`src/rtl/ir_pkg.sv`:
```
// ---------------------------------------------------------------------------
// ir_pkg
// Shared definitions for the instruction fetch/issue slice.
//   - IR_W           : instruction word width
//   - field ranges   : OP [15:12], F1 [11:8], F2 [7:4], F3 [3:0]
//   - opcode_t       : 4-bit opcode type plus named opcode constants
//   - field helpers  : small functions that pull fields out of an IR word
// ---------------------------------------------------------------------------
package ir_pkg;

    localparam int IR_W  = 16;

    localparam int OP_HI = 15;
    localparam int OP_LO = 12;
    localparam int F1_HI = 11;
    localparam int F1_LO = 8;
    localparam int F2_HI = 7;
    localparam int F2_LO = 4;
    localparam int F3_HI = 3;
    localparam int F3_LO = 0;

    typedef logic [3:0] opcode_t;

    localparam opcode_t OP_NOP = 4'b0000;
    localparam opcode_t OP_ADD = 4'b0001;
    localparam opcode_t OP_SUB = 4'b0010;
    localparam opcode_t OP_AND = 4'b0011;
    localparam opcode_t OP_OR  = 4'b0100;
    localparam opcode_t OP_LD  = 4'b1000;
    localparam opcode_t OP_ST  = 4'b1001;
    localparam opcode_t OP_LDI = 4'b1100;
    localparam opcode_t OP_BR  = 4'b1110;

    // Opcode field of an instruction word.
    function automatic opcode_t ir_op(input logic [IR_W-1:0] ir);
        return ir[OP_HI:OP_LO];
    endfunction

    // Operand fields of an instruction word.
    function automatic logic [3:0] ir_f1(input logic [IR_W-1:0] ir);
        return ir[F1_HI:F1_LO];
    endfunction

    function automatic logic [3:0] ir_f2(input logic [IR_W-1:0] ir);
        return ir[F2_HI:F2_LO];
    endfunction

    function automatic logic [3:0] ir_f3(input logic [IR_W-1:0] ir);
        return ir[F3_HI:F3_LO];
    endfunction

endpackage

```
`src/rtl/ir_fetch_issue_fifo.sv`:
```
// ---------------------------------------------------------------------------
// ir_fifo
// Synchronous FIFO holding {PC, instruction} pairs between the instruction
// memory response and the decoder handshake.
//   clk        : clock, all state on rising edge
//   rst        : synchronous active-high reset (empties the FIFO)
//   push       : write push_data this cycle
//   push_data  : entry to write
//   pop        : consume the head entry this cycle
//   flush      : discard all entries; wins over a simultaneous push
//   count      : current occupancy (0..DEPTH)
//   head_data  : oldest entry, meaningful when count != 0
// Push and pop in the same cycle are accepted at any occupancy, including
// full: the popped slot is the one being overwritten, so nothing is lost.
// ---------------------------------------------------------------------------
module ir_fifo #(
    parameter int W     = 24,
    parameter int DEPTH = 2
) (
    input  logic                         clk,
    input  logic                         rst,
    input  logic                         push,
    input  logic [W-1:0]                 push_data,
    input  logic                         pop,
    input  logic                         flush,
    output logic [$clog2(DEPTH+1)-1:0]   count,
    output logic [W-1:0]                 head_data
);

    localparam int AW = (DEPTH > 1) ? $clog2(DEPTH) : 1;
    localparam int CW = $clog2(DEPTH + 1);

    logic [W-1:0]  mem_r [DEPTH];
    logic [AW-1:0] wr_ptr_r;
    logic [AW-1:0] rd_ptr_r;
    logic [CW-1:0] count_r;

    logic          not_empty_s;
    logic          not_full_s;
    logic          pop_ok_s;
    logic          push_ok_s;
    logic          wr_en_s;

    // Qualify push/pop against occupancy; a full FIFO still takes a push
    // when the head is popped in the same cycle.
    always_comb begin
        not_empty_s = (count_r != CW'(0));
        not_full_s  = (count_r != CW'(DEPTH));
        pop_ok_s    = pop & not_empty_s;
        push_ok_s   = push & (not_full_s | pop_ok_s);
        wr_en_s     = push_ok_s & ~flush & ~rst;
    end

    // Pointer and occupancy tracking; reset and flush both empty the FIFO.
    always_ff @(posedge clk) begin
        if (rst || flush) begin
            wr_ptr_r <= AW'(0);
            rd_ptr_r <= AW'(0);
            count_r  <= CW'(0);
        end else begin
            if (push_ok_s) begin
                wr_ptr_r <= wr_ptr_r + AW'(1);
            end
            if (pop_ok_s) begin
                rd_ptr_r <= rd_ptr_r + AW'(1);
            end
            case ({push_ok_s, pop_ok_s})
                2'b10:   count_r <= count_r + CW'(1);
                2'b01:   count_r <= count_r - CW'(1);
                default: count_r <= count_r;
            endcase
        end
    end

    // Entry storage; cleared on reset so the head reads zero afterwards.
    always_ff @(posedge clk) begin
        if (rst) begin
            for (int i = 0; i < DEPTH; i++) begin
                mem_r[i] <= '0;
            end
        end else if (wr_en_s) begin
            mem_r[wr_ptr_r] <= push_data;
        end else begin
            mem_r[wr_ptr_r] <= mem_r[wr_ptr_r];
        end
    end

    assign count     = count_r;
    assign head_data = mem_r[rd_ptr_r];

endmodule

```
`src/rtl/ir_fetch_issue.sv`:
```
// ---------------------------------------------------------------------------
// ir_fetch_issue
// Instruction fetch/issue unit feeding the decode stage with a 16-bit IR
// stream. Issues word-addressed reads to a synchronous instruction memory
// (1-cycle latency), buffers returned words with their PC, and presents
// them over a valid/ready handshake. A branch redirect flushes everything
// in flight and restarts fetch at the target.
//   CLK        : clock, all state on rising edge
//   RST        : synchronous active-high reset
//   FETCH_EN   : 1 = may issue new fetches, 0 = freeze fetch (buffer drains)
//   IMEM_EN    : instruction memory read strobe this cycle
//   IMEM_ADDR  : read address (current PC)
//   IMEM_RDATA : read data, valid the cycle after IMEM_EN
//   IR         : instruction to decoder (zero when IR_VALID=0)
//   IR_PC      : address IR was fetched from (zero when IR_VALID=0)
//   IR_VALID   : IR/IR_PC hold a valid instruction
//   IR_READY   : decoder accepts IR this cycle when IR_VALID=1
//   BR_TAKEN   : redirect request from execute
//   BR_TARGET  : redirect address
// ---------------------------------------------------------------------------
module ir_fetch_issue
    import ir_pkg::*;
#(
    parameter int PC_W     = 8,
    parameter int DEPTH    = 2,
    parameter int RESET_PC = 0
) (
    input  logic              CLK,
    input  logic              RST,
    input  logic              FETCH_EN,
    output logic              IMEM_EN,
    output logic [PC_W-1:0]   IMEM_ADDR,
    input  logic [IR_W-1:0]   IMEM_RDATA,
    output logic [IR_W-1:0]   IR,
    output logic [PC_W-1:0]   IR_PC,
    output logic              IR_VALID,
    input  logic              IR_READY,
    input  logic              BR_TAKEN,
    input  logic [PC_W-1:0]   BR_TARGET
);

    localparam int CW = $clog2(DEPTH + 1);
    localparam int EW = PC_W + IR_W;

    logic [PC_W-1:0] pc_r;
    logic [PC_W-1:0] resp_pc_r;
    logic            inflight_r;
    logic            kill_r;

    logic [CW-1:0]   count_s;
    logic [EW-1:0]   head_s;
    logic [EW-1:0]   push_data_s;
    logic [CW:0]     occ_s;
    logic            valid_s;
    logic            pop_s;
    logic            push_s;
    logic            room_s;
    logic            issue_s;

    // Credit check: entries held plus the response arriving this cycle,
    // minus the entry leaving this cycle, must leave a free slot for the
    // word a new fetch would return next cycle. pop implies count>=1, so
    // the subtraction cannot underflow.
    always_comb begin
        valid_s     = (count_s != CW'(0));
        pop_s       = valid_s & IR_READY;
        occ_s       = (CW+1)'(count_s) + (CW+1)'(inflight_r) - (CW+1)'(pop_s);
        room_s      = (occ_s < (CW+1)'(DEPTH));
        issue_s     = FETCH_EN & ~BR_TAKEN & ~RST & room_s;
        push_s      = inflight_r & ~kill_r;
        push_data_s = {resp_pc_r, IMEM_RDATA};
    end

    // PC, in-flight and kill tracking; redirect overrides any issue.
    always_ff @(posedge CLK) begin
        if (RST) begin
            pc_r       <= PC_W'(RESET_PC);
            resp_pc_r  <= PC_W'(0);
            inflight_r <= 1'b0;
            kill_r     <= 1'b0;
        end else begin
            inflight_r <= issue_s;
            kill_r     <= BR_TAKEN & inflight_r;
            if (BR_TAKEN) begin
                pc_r <= BR_TARGET;
            end else if (issue_s) begin
                pc_r <= pc_r + PC_W'(1);
            end else begin
                pc_r <= pc_r;
            end
            if (issue_s) begin
                resp_pc_r <= pc_r;
            end else begin
                resp_pc_r <= resp_pc_r;
            end
        end
    end

    ir_fifo #(
        .W     (EW),
        .DEPTH (DEPTH)
    ) u_fifo (
        .clk       (CLK),
        .rst       (RST),
        .push      (push_s),
        .push_data (push_data_s),
        .pop       (pop_s),
        .flush     (BR_TAKEN),
        .count     (count_s),
        .head_data (head_s)
    );

    // Decoder-facing outputs come straight from FIFO registers; IR and
    // IR_PC are forced to zero while nothing valid is held.
    always_comb begin
        IMEM_EN   = issue_s;
        IMEM_ADDR = pc_r;
        IR_VALID  = valid_s;
        if (valid_s) begin
            IR    = head_s[IR_W-1:0];
            IR_PC = head_s[EW-1:IR_W];
        end else begin
            IR    = {IR_W{1'b0}};
            IR_PC = {PC_W{1'b0}};
        end
    end

endmodule
```
`config.mk`:
```
export PLATFORM = sky130hd
export DESIGN_NAME = ir_fetch_issue
export DESIGN_NICKNAME = d
export VERILOG_FILES = /design/src/rtl/ir_pkg.sv /design/src/rtl/ir_fetch_issue_fifo.sv /design/src/rtl/ir_fetch_issue.sv
export SDC_FILE = /design/constraint.sdc
export NUM_CORES = 1
export LEC_CHECK = 0
export CORE_AREA = 4 4 82 114
export CTS_BUF_LIST = sky130_fd_sc_hd__clkbuf_16
export CTS_CLUSTER_DIAMETER = 50
export DETAILED_ROUTE_END_ITERATION = 7
export DIE_AREA = 0 0 86 118
export PLACE_DENSITY_LB_ADDON = 0.12
export SYNTH_ARGS = -nofsm -noshare
export SYNTH_HDL_FRONTEND = slang
export SYNTH_SLANG_ARGS = --single-unit
```
`constraint.sdc`:
```
create_clock -name CLK -period 3.3 [get_ports CLK]
set_input_delay 0.495 -clock CLK [delete_from_list [all_inputs] [get_ports CLK]]
set_output_delay 0.495 -clock CLK [all_outputs]
set_load 0.02 [all_outputs]
```
## After elaboration in Yosys (flattened, before gate mapping)

Memories as Yosys holds them, arrays and structs flattened. A register that Yosys moved wholly into a read port is not among the register bits.
Index checks and enable logic that the tools add are counted.
Widths: inputs -> output; s select.

| word-level totals | value |
|---|---|
| flip-flop bits (word level) | 22 |
| bits in writable memories | 48 |
| bits of input ports | 29 |
| output and inout port bits | 34 |
| memories kept | 1 |

| operators by class | value |
|---|---|
| add/subtract/negate cells | 7 |
| order comparisons | 1 |
| equal/unequal tests | 4 |
| multiplexer cells | 19 |
| bitwise operators | 15 |
| reductions and logical operators | 6 |

Memories:

| name | words | bits a word | rd ports | clocked after Yosys merged registers in | write ports | RTL line | text |
|---|---|---|---|---|---|---|---|
| u_fifo.mem_r | 2 | 24 | 1 | 1 | 2 | ir_fetch_issue_fifo.sv:33 | `logic [W-1:0] mem_r [DEPTH];` |

Operators with widths:

| kind | count |
|---|---|
| $mux 24 | 2 |
| $mux 8 | 3 |
| $reduce_or 24->1 | 1 |
| $mux 16 | 1 |
| $mux 1 | 12 |
| $and 1x1->1 | 10 |
| $add 8x1->8 const B | 1 |
| $reduce_bool 2->1 | 3 |
| $pmux 2 s2 | 1 |
| $add 2x1->3 | 1 |
| $lt 3x2->1 const B | 1 |
| $not 1->1 | 3 |
| $sub 3x1->3 | 1 |
| $add 1x1->1 const B | 2 |
| $add 2x1->2 const B | 1 |
| $eq 2x1->1 const B | 1 |
| $eq 2x2->1 const B | 1 |
| $ne 2x2->1 const B | 1 |
| $or 1x1->1 | 2 |
| $reduce_and 2->1 | 1 |
| $sub 2x1->2 const B | 1 |
| $logic_or 1x1->1 | 1 |
| $ne 0x0->1 | 1 |

## Depth between registers and ports, before layout

Gate-level depths: netlist of run 1.

| depth | value |
|---|---|
| depth after elaboration | 14 |
| gate-level depth with buffers | 11 |

## By module

From an unflattened synthesis of run 1, not the netlist that was laid out.

| unflattened totals | value |
|---|---|
| cell total of the unflattened synthesis | 288 |
| area total of the unflattened synthesis | 3334.4 um2 |

Modules (own cells, without submodules):

| module | times used | cells each | area each (um2) |
|---|---|---|---|
| ir_fifo | 1 | 153 | 2304.7 |
| ir_fetch_issue | 1 | 135 | 1029.7 |

## Least setup slack after synthesis of run 1

Ideal clock, no wire load.

| path | value |
|---|---|
| path kind | register to output |
| start | register u_fifo.count_r[1] (netlist: u_fifo.count[1]) |
| end | output port IMEM_EN |
| data arrival time | 2.638 ns |
| data required time | 2.805 ns |
| slack | 0.167 ns |
| stages on the path, launching flop included | 10 |
| buffers on the path | 1 |
| cells stage by stage | dfxtp_1 -> nor2_1 -> nor2b_1 -> ha_1 -> nand2b_1 -> fa_1 -> xor2_1 -> or3_2 -> clkbuf_1 -> clkinv_1 |

| between the ends | value |
|---|---|
| longest elaborated chain between the ends | 5 |
| elaborated cells on any way between the ends | 6 |
| classes of those cells | 2 x add/sub; 1 x order compare; 2 x bitwise; 1 x reduce/logical |

RTL lines:

| item | RTL line | text |
|---|---|---|
| start: declaration | ir_fetch_issue_fifo.sv:36 | `logic [CW-1:0] count_r;` |
| start signal: assignment | ir_fetch_issue_fifo.sv:68 | `2'b10: count_r <= count_r + CW'(1);` |
| start signal: assignment | ir_fetch_issue_fifo.sv:69 | `2'b01: count_r <= count_r - CW'(1);` |
| start signal: assignment | ir_fetch_issue_fifo.sv:70 | `default: count_r <= count_r;` |
| branches (longest 2 deep; another with $add 2x1->3) | - |  |
| $sub 3x1->3 (*) | ir_fetch_issue.sv:67 | `occ_s = (CW+1)'(count_s) + (CW+1)'(inflight_r) - (CW+1)'(pop_s);` |
| $lt 3x2->1 (*) | ir_fetch_issue.sv:68 | `room_s = (occ_s < (CW+1)'(DEPTH));` |
| $and 1x1->1 (*) | ir_fetch_issue.sv:69 | `issue_s = FETCH_EN & ~BR_TAKEN & ~RST & room_s;` |
| end: declaration | ir_fetch_issue.sv:31 | `output logic IMEM_EN,` |

Every way passes the cells marked *.

## Worst setup path after layout of run 1

| path | value |
|---|---|
| start | input port IR_READY |
| end | output port IMEM_EN |

| between the ends | value |
|---|---|
| longest elaborated chain between the ends | 4 |

RTL lines:

| item | RTL line | text |
|---|---|---|
| start: declaration | ir_fetch_issue.sv:37 | `input logic IR_READY,` |
| $and 1x1->1 | ir_fetch_issue.sv:66 | `pop_s = valid_s & IR_READY;` |
| $sub 3x1->3 | ir_fetch_issue.sv:67 |  |
| $lt 3x2->1 | ir_fetch_issue.sv:68 |  |
| $and 1x1->1 | ir_fetch_issue.sv:69 |  |

No other way between the ends.

==> results.json, run 1 <==
{
  "yosys_warnings": 0,
  "placedCellCount": 442,
  "firstDrtPassIters": 4,
  "rsz0062_at_grt": "no",
  "hold_class": "flop to flop",
  "antennaDiodeCount": 0,
  "synth_nets": 313,
  "ios": 63,
  "gp_congestion": 0.834,
  "grt_pass1_wl_mm": 10.7,
  "io_buffers": 62,
  "core_mm2": 0.00825,
  "grt_pass1_vias": 2232,
  "cts_num_sinks": 71,
  "end_kind": "output pin",
  "cp_cell_sequence": "clkdlybuf4s50_1, nor2b_4, ha_1, nand2b_1, fa_1, xor2_1, or3_4, clkinv_1, buf_4",
  "p_sw_share_pct": 20.6,
  "overflow": 0,
  "grtUsageTotal_pct": 13.5,
  "layoutNonFillerInstCount": 458,
  "fmax_ghz": 0.316,
  "fp.dieW_um": 86,
  "status": "completed",
  "postCtsSetupRepairBufs": 0,
  "ys_ff_latch": 71,
  "wl_per_cell_um": 13.9,
  "die_h_um": 118,
  "routed_wl_mm": 6.35,
  "numCtsBuffers": 9,
  "critical_path.slowest_cell": "clkdlybuf4s50_1",
  "drtIter0Drc": 93,
  "crit_family": "buffers and inverters",
  "skew_ps": 4.33,
  "cp.arrival_ps": 2670,
  "clk_path_buf_depth": 2,
  "drive_gt1_share_pct": 9.55,
  "fin_crit_sh_pct": 95.8,
  "synth.avg_cell_area_um2": 11.3,
  "p_int_uw": 1630,
  "grt_max_degree": 26,
  "grt_antenna_before_repair": 0,
  "layout.nets": 384,
  "relSlewSlack_pct": 48.6,
  "p_switching_uw": 423,
  "routed_via_density": 4.75,
  "clockPowerShare_pct": 43.5,
  "hpwl_mm": 4.24,
  "crit_required_ps": 2800,
  "drtAntennaViolNets": 0,
  "path_buf_inv": 3,
  "cts_tree": "built",
  "critPathLaunchType": "input pin",
  "power_per_cell_area_mw_per_mm2": 485,
  "ir_drop_mv": 0.319,
  "maxCapViolations": 0,
  "finalHoldViolCount": 0,
  "synth-seq-area-share_pct": 60.1,
  "cts-root-buf": "clkbuf_16",
  "syn_area_mm2": 0.00316,
  "vias": 2176,
  "slowest_delay_ps": 500,
  "fin_total_pwr_uw": 2060,
  "pwr-share-comb_pct": 7.8,
  "finalSetupViolCount": 0,
  "power.leakage_uw": 0.00150,
  "h-tree-depth": 3,
  "clk_pin_slew_ps": 50,
  "crit_fanout": 2,
  "worstSetupPathType": "input pin to output pin",
  "drc": 0,
  "die_area_mm2": 0.0101,
  "clk_latency_ps": 320,
  "drv_slew": 0,
  "rows": 39,
  "synth_cell_type_count": 33,
  "fin_crit_ps": 3160,
  "area_delta_synth_final_pct": 34.3,
  "post-place-ws_ps": -502,
  "synth_cells": 280,
  "floorplan.initialDensity_pct": 38.4,
  "tightest_slew_ps": 770,
  "layout_setup_ws_ps": 137,
  "pwr-share-seq_pct": 48.7
}
-- area by class of cell --
| type | instances | area, um2 |
|---|---|---|
| tap | 102 | 128 |
| clock buffer | 9 | 225 |
| fill | 737 | 4000 |
| clock inverter | 7 | 55.1 |
| sequential | 71 | 1900 |
| timing repair buffer | 75 | 716 |
| multi-input combinational | 185 | 1190 |
| inverter | 9 | 33.8 |
-- synthesized netlist by cell type --
library cell  count  area share (%)
xnor2_1           7             1.9
o211ai_1          2            0.47
mux2i_1          24             7.6
o21ai_0           2            0.32
nand3_1           2            0.32
nand2b_1          1            0.20
or3_1             3            0.59
xor2_1            2            0.55
a31oi_1           3            0.59
dfxtp_1          23              15
or2_1             1            0.20
and2_1           48             9.5
clkbuf_1         13             1.5
or2_2             2            0.40
edfxtp_1         48              46
nor2_1           35             4.2
or4_1             2            0.47
nand2_1          21             2.5
nor3b_1           2            0.47
or3_2             1            0.24
clkinv_1          1            0.12
a211oi_1          4            0.95
fa_1              1            0.63
a311oi_1          1            0.28
buf_2             1            0.16
a21oi_1           9             1.4
ha_1              3             1.2
nand4_1           2            0.40
o311ai_1          2            0.55
nor2b_1           1            0.20
nor3_1            4            0.63
inv_1             8            0.95
buf_6             1            0.36
-- flip-flops by register name, indices dropped and copies added, names as in the netlist, named ones only --
name / flops
IMEM_ADDR: 8
u_fifo.rd_ptr_r: 1
inflight_r: 1
u_fifo.mem_r: 48
kill_r: 1
resp_pc_r: 8
u_fifo.wr_ptr_r: 1
u_fifo.count: 2
-- worst paths after layout --
kind / startpoint / endpoint / slack, ps / cells after the start
worst max-delay path: IR_READY / IMEM_EN / 140 / 9
worst min-delay path: resp_pc_r[1] / resp_pc_r[1] / 460 / 2
worst max register to register: u_fifo.count[0] / IMEM_ADDR[5] / 380 / 11
worst min register to register: resp_pc_r[1] / resp_pc_r[1] / 460 / 2
-- metrics by stage --
step           cell area (um2)  hold slack, ps  setup TNS [ps]  util, %
6_report                  4250             459               0     51.5
3_3_place_gp              3960             450            -997     48.0
4_1_cts                   4250             463               0     51.5
3_5_place_dp              3960             456           -1200     48.0
5_1_grt                   4250             479               0     51.5
2_1_floorplan             3160             440               0        -
-- timing repair --
| item | CTS | global route |
|---|---|---|
| setup endpoints to repair | 1 | 0 |
| resized for setup | 8 | 0 |
| hold buffers | 0 | 0 |
-- layout by cell type (no fill, tap or decap), types with 3 or more instances in the layout --
cell | Yosys | routed
a31oi_1 | 3 | 3
nor2_1 | 35 | 34
nand2_1 | 21 | 21
clkbuf_16 | 0 | 9
buf_4 | 0 | 14
a211oi_1 | 4 | 4
dfxtp_1 | 23 | 22
edfxtp_1 | 48 | 48
mux2i_1 | 24 | 24
inv_1 | 8 | 9
clkinv_1 | 1 | 4
a21oi_1 | 9 | 9
clkdlybuf4s50_1 | 0 | 61
or3_1 | 3 | 3
and2_1 | 48 | 48
ha_1 | 3 | 3
xnor2_1 | 7 | 7
-- worst min-delay path, stage by stage, from the launching register on --
cell and delay, ps:
dfxtp_1 310, nand2_1 50, a21oi_1 50
-- power by group through the flow --
| stage | Clock [uW] | Combinational [uW] | Sequential, uW |
|---|---|---|---|
| 2_1_floorplan | 0 | 70.4 | 1020 |
| 3_3_place_gp | 0 | 160 | 1020 |
| 3_5_place_dp | 0 | 161 | 1020 |
| 4_1_cts | 919 | 163 | 1000 |
| 5_1_grt | 968 | 176 | 1010 |
| 6_report | 895 | 160 | 1000 |
-- kinds of logic (layout without fill, tap and decap cells) --
kind of cell | Yosys count | count (layout) | share of synthesized area (%)
XOR/XNOR | 9 | 9 | 2.49
flip-flops | 71 | 71 | 60.1
AND/OR/NAND/NOR | 125 | 125 | 20.3
adder cells (fa/ha/maj) | 4 | 4 | 1.82
AO/OA/AOI/OAI | 23 | 23 | 4.59
buffers and inverters | 24 | 100 | 3.12
multiplexers | 24 | 24 | 7.59
-- per-layer routing --
layer  routed length, um  vias up  GRT usage, %
li1                    -     1101             -
met1                2500      997          15.3
met2                3260       64          22.3
met3                 443       14          5.04
met4                 152        0          5.94
met5                   0        -             0
No activity file was read; power rests on OpenSTA's default activity.
==> run 2, diff against run 1 <==
Clock period 3.3 ns to 2.56 ns, I/O delays scaled along.
==> run 2 against run 1 <==
  * Largest cell class unchanged
  * Critical endpoint is now IMEM_ADDR[7]
  * Count of clock-buffer cells in the layout did not move
  * Combinational power grew 39%
  * The run now ends with setup timing left
  * Sequential power up 29%
  * Die area unchanged
  * Power increased by 32%
  * Final cell count up 1.5%
==> results.json, run 2 (same netlist as run 1, synthesis figures left out) <==
{
  "crit_fanout": 6,
  "pwr-share-seq_pct": 47.3,
  "cp_cell_sequence": "nor2_4, nor2b_4, ha_4, nand2b_4, fa_2, nand2_2, buf_6, or4_4, or4_4, a31oi_1",
  "ir_drop_mv": 0.371,
  "r2r_start": "u_fifo.count[0]",
  "floorplan.initialDensity_pct": 38.4,
  "io_buffers": 62,
  "die_h_um": 118,
  "largest_reg_flops": 48,
  "critical_path_depth": 10,
  "grt_antenna_before_repair": 0,
  "min_from": "resp_pc_r[0]",
  "wl_per_cell_um": 13.9,
  "violations": "setup timing",
  "layout_common_cells": "60 x clkdlybuf4s50_1, 48 x and2_1, 48 x edfxtp_1",
  "cp.arrival_ps": 2990,
  "layoutNonFillerInstCount": 465,
  "routed_via_density": 4.78,
  "overflow": 0,
  "die_area_mm2": 0.0101,
  "drive_gt1_share_pct": 14.9,
  "p_sw_share_pct": 21.7,
  "finalHoldViolCount": 0,
  "final_core_util_pct": 53.3,
  "maxCapViolations": 0,
  "cts_num_sinks": 71,
  "fp.dieW_um": 86,
  "crit_family": "simple AND/OR/NAND/NOR gates",
  "endpoint": "IMEM_ADDR[7]",
  "pwr-share-comb_pct": 8.1,
  "ios": 63,
  "critical_path.slowest_cell": "fa_2",
  "rsz0062_at_grt": "yes",
  "vias": 2224,
  "drc": 0,
  "p_switching_uw": 592,
  "clk_pin_slew_ps": 60,
  "core_mm2": 0.00825,
  "gp_congestion": 0.849,
  "tightest_slew_ps": 609,
  "h-tree-depth": 3,
  "r2r_end": "IMEM_ADDR[7]",
  "power_per_cell_area_mw_per_mm2": 620,
  "critPathLaunchType": "flop",
  "status": "finished with violations",
  "p_int_uw": 2130,
  "fin_total_pwr_uw": 2730,
  "end_kind": "flop",
  "tns_ps": -643,
  "layout_setup_ws_ps": -179,
  "slowest_delay_ps": 530,
  "layout_commonest_cell": "clkdlybuf4s50_1",
  "clk_path_buf_depth": 2,
  "drtAntennaViolNets": 0,
  "grt_max_degree": 26,
  "grt_pass1_wl_mm": 10.8,
  "rows": 39,
  "placedCellCount": 446,
  "relSlewSlack_pct": 59.4,
  "layout.nets": 391,
  "setup.reg_to_reg.worst_slack_ps": -180,
  "drv_slew": 0,
  "power.leakage_uw": 0.00156,
  "skew_ps": 4.55,
  "path_buf_inv": 1,
  "numCtsBuffers": 9,
  "area_delta_synth_final_pct": 39.0,
  "rr_worst_depth": 10,
  "fmax_ghz": 0.365,
  "drtIter0Drc": 107,
  "worstSetupPathType": "flop to flop",
  "fin_crit_ps": 2740,
  "clockPowerShare_pct": 44.6,
  "cts_tree": "built",
  "grtUsageTotal_pct": 13.8,
  "clk_latency_ps": 320,
  "top_register": "u_fifo.mem_r",
  "fin_crit_sh_pct": 107,
  "cts-root-buf": "clkbuf_16",
  "hpwl_mm": 4.33,
  "antennaDiodeCount": 0,
  "finalSetupViolCount": 4,
  "crit_top_cell": "or4_4",
  "grt_pass1_vias": 2303,
  "hold_class": "flop to flop",
  "startpoint": "u_fifo.count[0]",
  "postCtsHoldBufs": 0,
  "crit_required_ps": 2810,
  "routed_wl_mm": 6.45,
  "firstDrtPassIters": 4,
  "fillers": 746
}
==> run 2: cell type report <==
type                    instances  area (um2)  share of cell area, %
flip-flops and latches         71        1910                   43.4
repair buffers                 82         786                   17.9
clock inverters                 7        72.6                   1.65
inverters                       9        46.3                   1.05
clock buffers                   9         225                   5.12
multi-input cells             185        1230                   28.0
well taps                     102         128                   2.90
==> run 2: worst min path at each step <==
stage | to | slack, ps | cells after the start
global route | resp_pc_r[2] | 480 | 2
finish | resp_pc_r[0] | 460 | 2
floorplan | resp_pc_r[0] | 440 | 2
detailed placement | resp_pc_r[0] | 460 | 2
CTS | resp_pc_r[0] | 470 | 2
global placement | resp_pc_r[1] | 450 | 2
==> run 2: power groups by stage <==
| stage | sequential, uW | clock [uW] | combinational (uW) |
|---|---|---|---|
| final | 1290 | 1210 | 222 |
| after global routing | 1290 | 1310 | 243 |
| after CTS | 1290 | 1240 | 222 |
| after detailed placement | 1310 | 0 | 216 |
| after global placement | 1310 | 0 | 214 |
| after floorplan | 1320 | 0 | 95.8 |
==> run 2: stage by stage <==
stage               area [um2]  hold slack [ps]  setup WS (ps)
finish                    4400              460           -179
global route              4400              484           -264
CTS                       4370              466           -258
detailed placement        4030              458          -1030
global placement          4030              448           -998
floorplan                 3220              440           -287
==> run 2: worst register-to-register path, stage by stage (launching register included) <==
cell and delay [ps]:
dfxtp_4 370, nor2_4 50, nor2b_4 130, ha_4 210, nand2b_4 130, fa_2 530, nand2_2 60, buf_6 130
or4_4 420, or4_4 480, a31oi_1 160
==> run 2: layer usage <==
metal | routed length [um] | track usage, % | vias up
met4 | 139 | 6.34 | 0
met3 | 266 | 2.94 | 11
met5 | 0 | 0 | -
li1 | - | - | 1118
met2 | 3460 | 24.1 | 52
met1 | 2580 | 15.6 | 1043
==> run 2: timing repair <==
item / in CTS / in global routing
endpoints found under the setup margin: 13 / 4
resized for setup: 14 / 3
pin swaps: 6 / 7
buffers inserted: 1 / 2
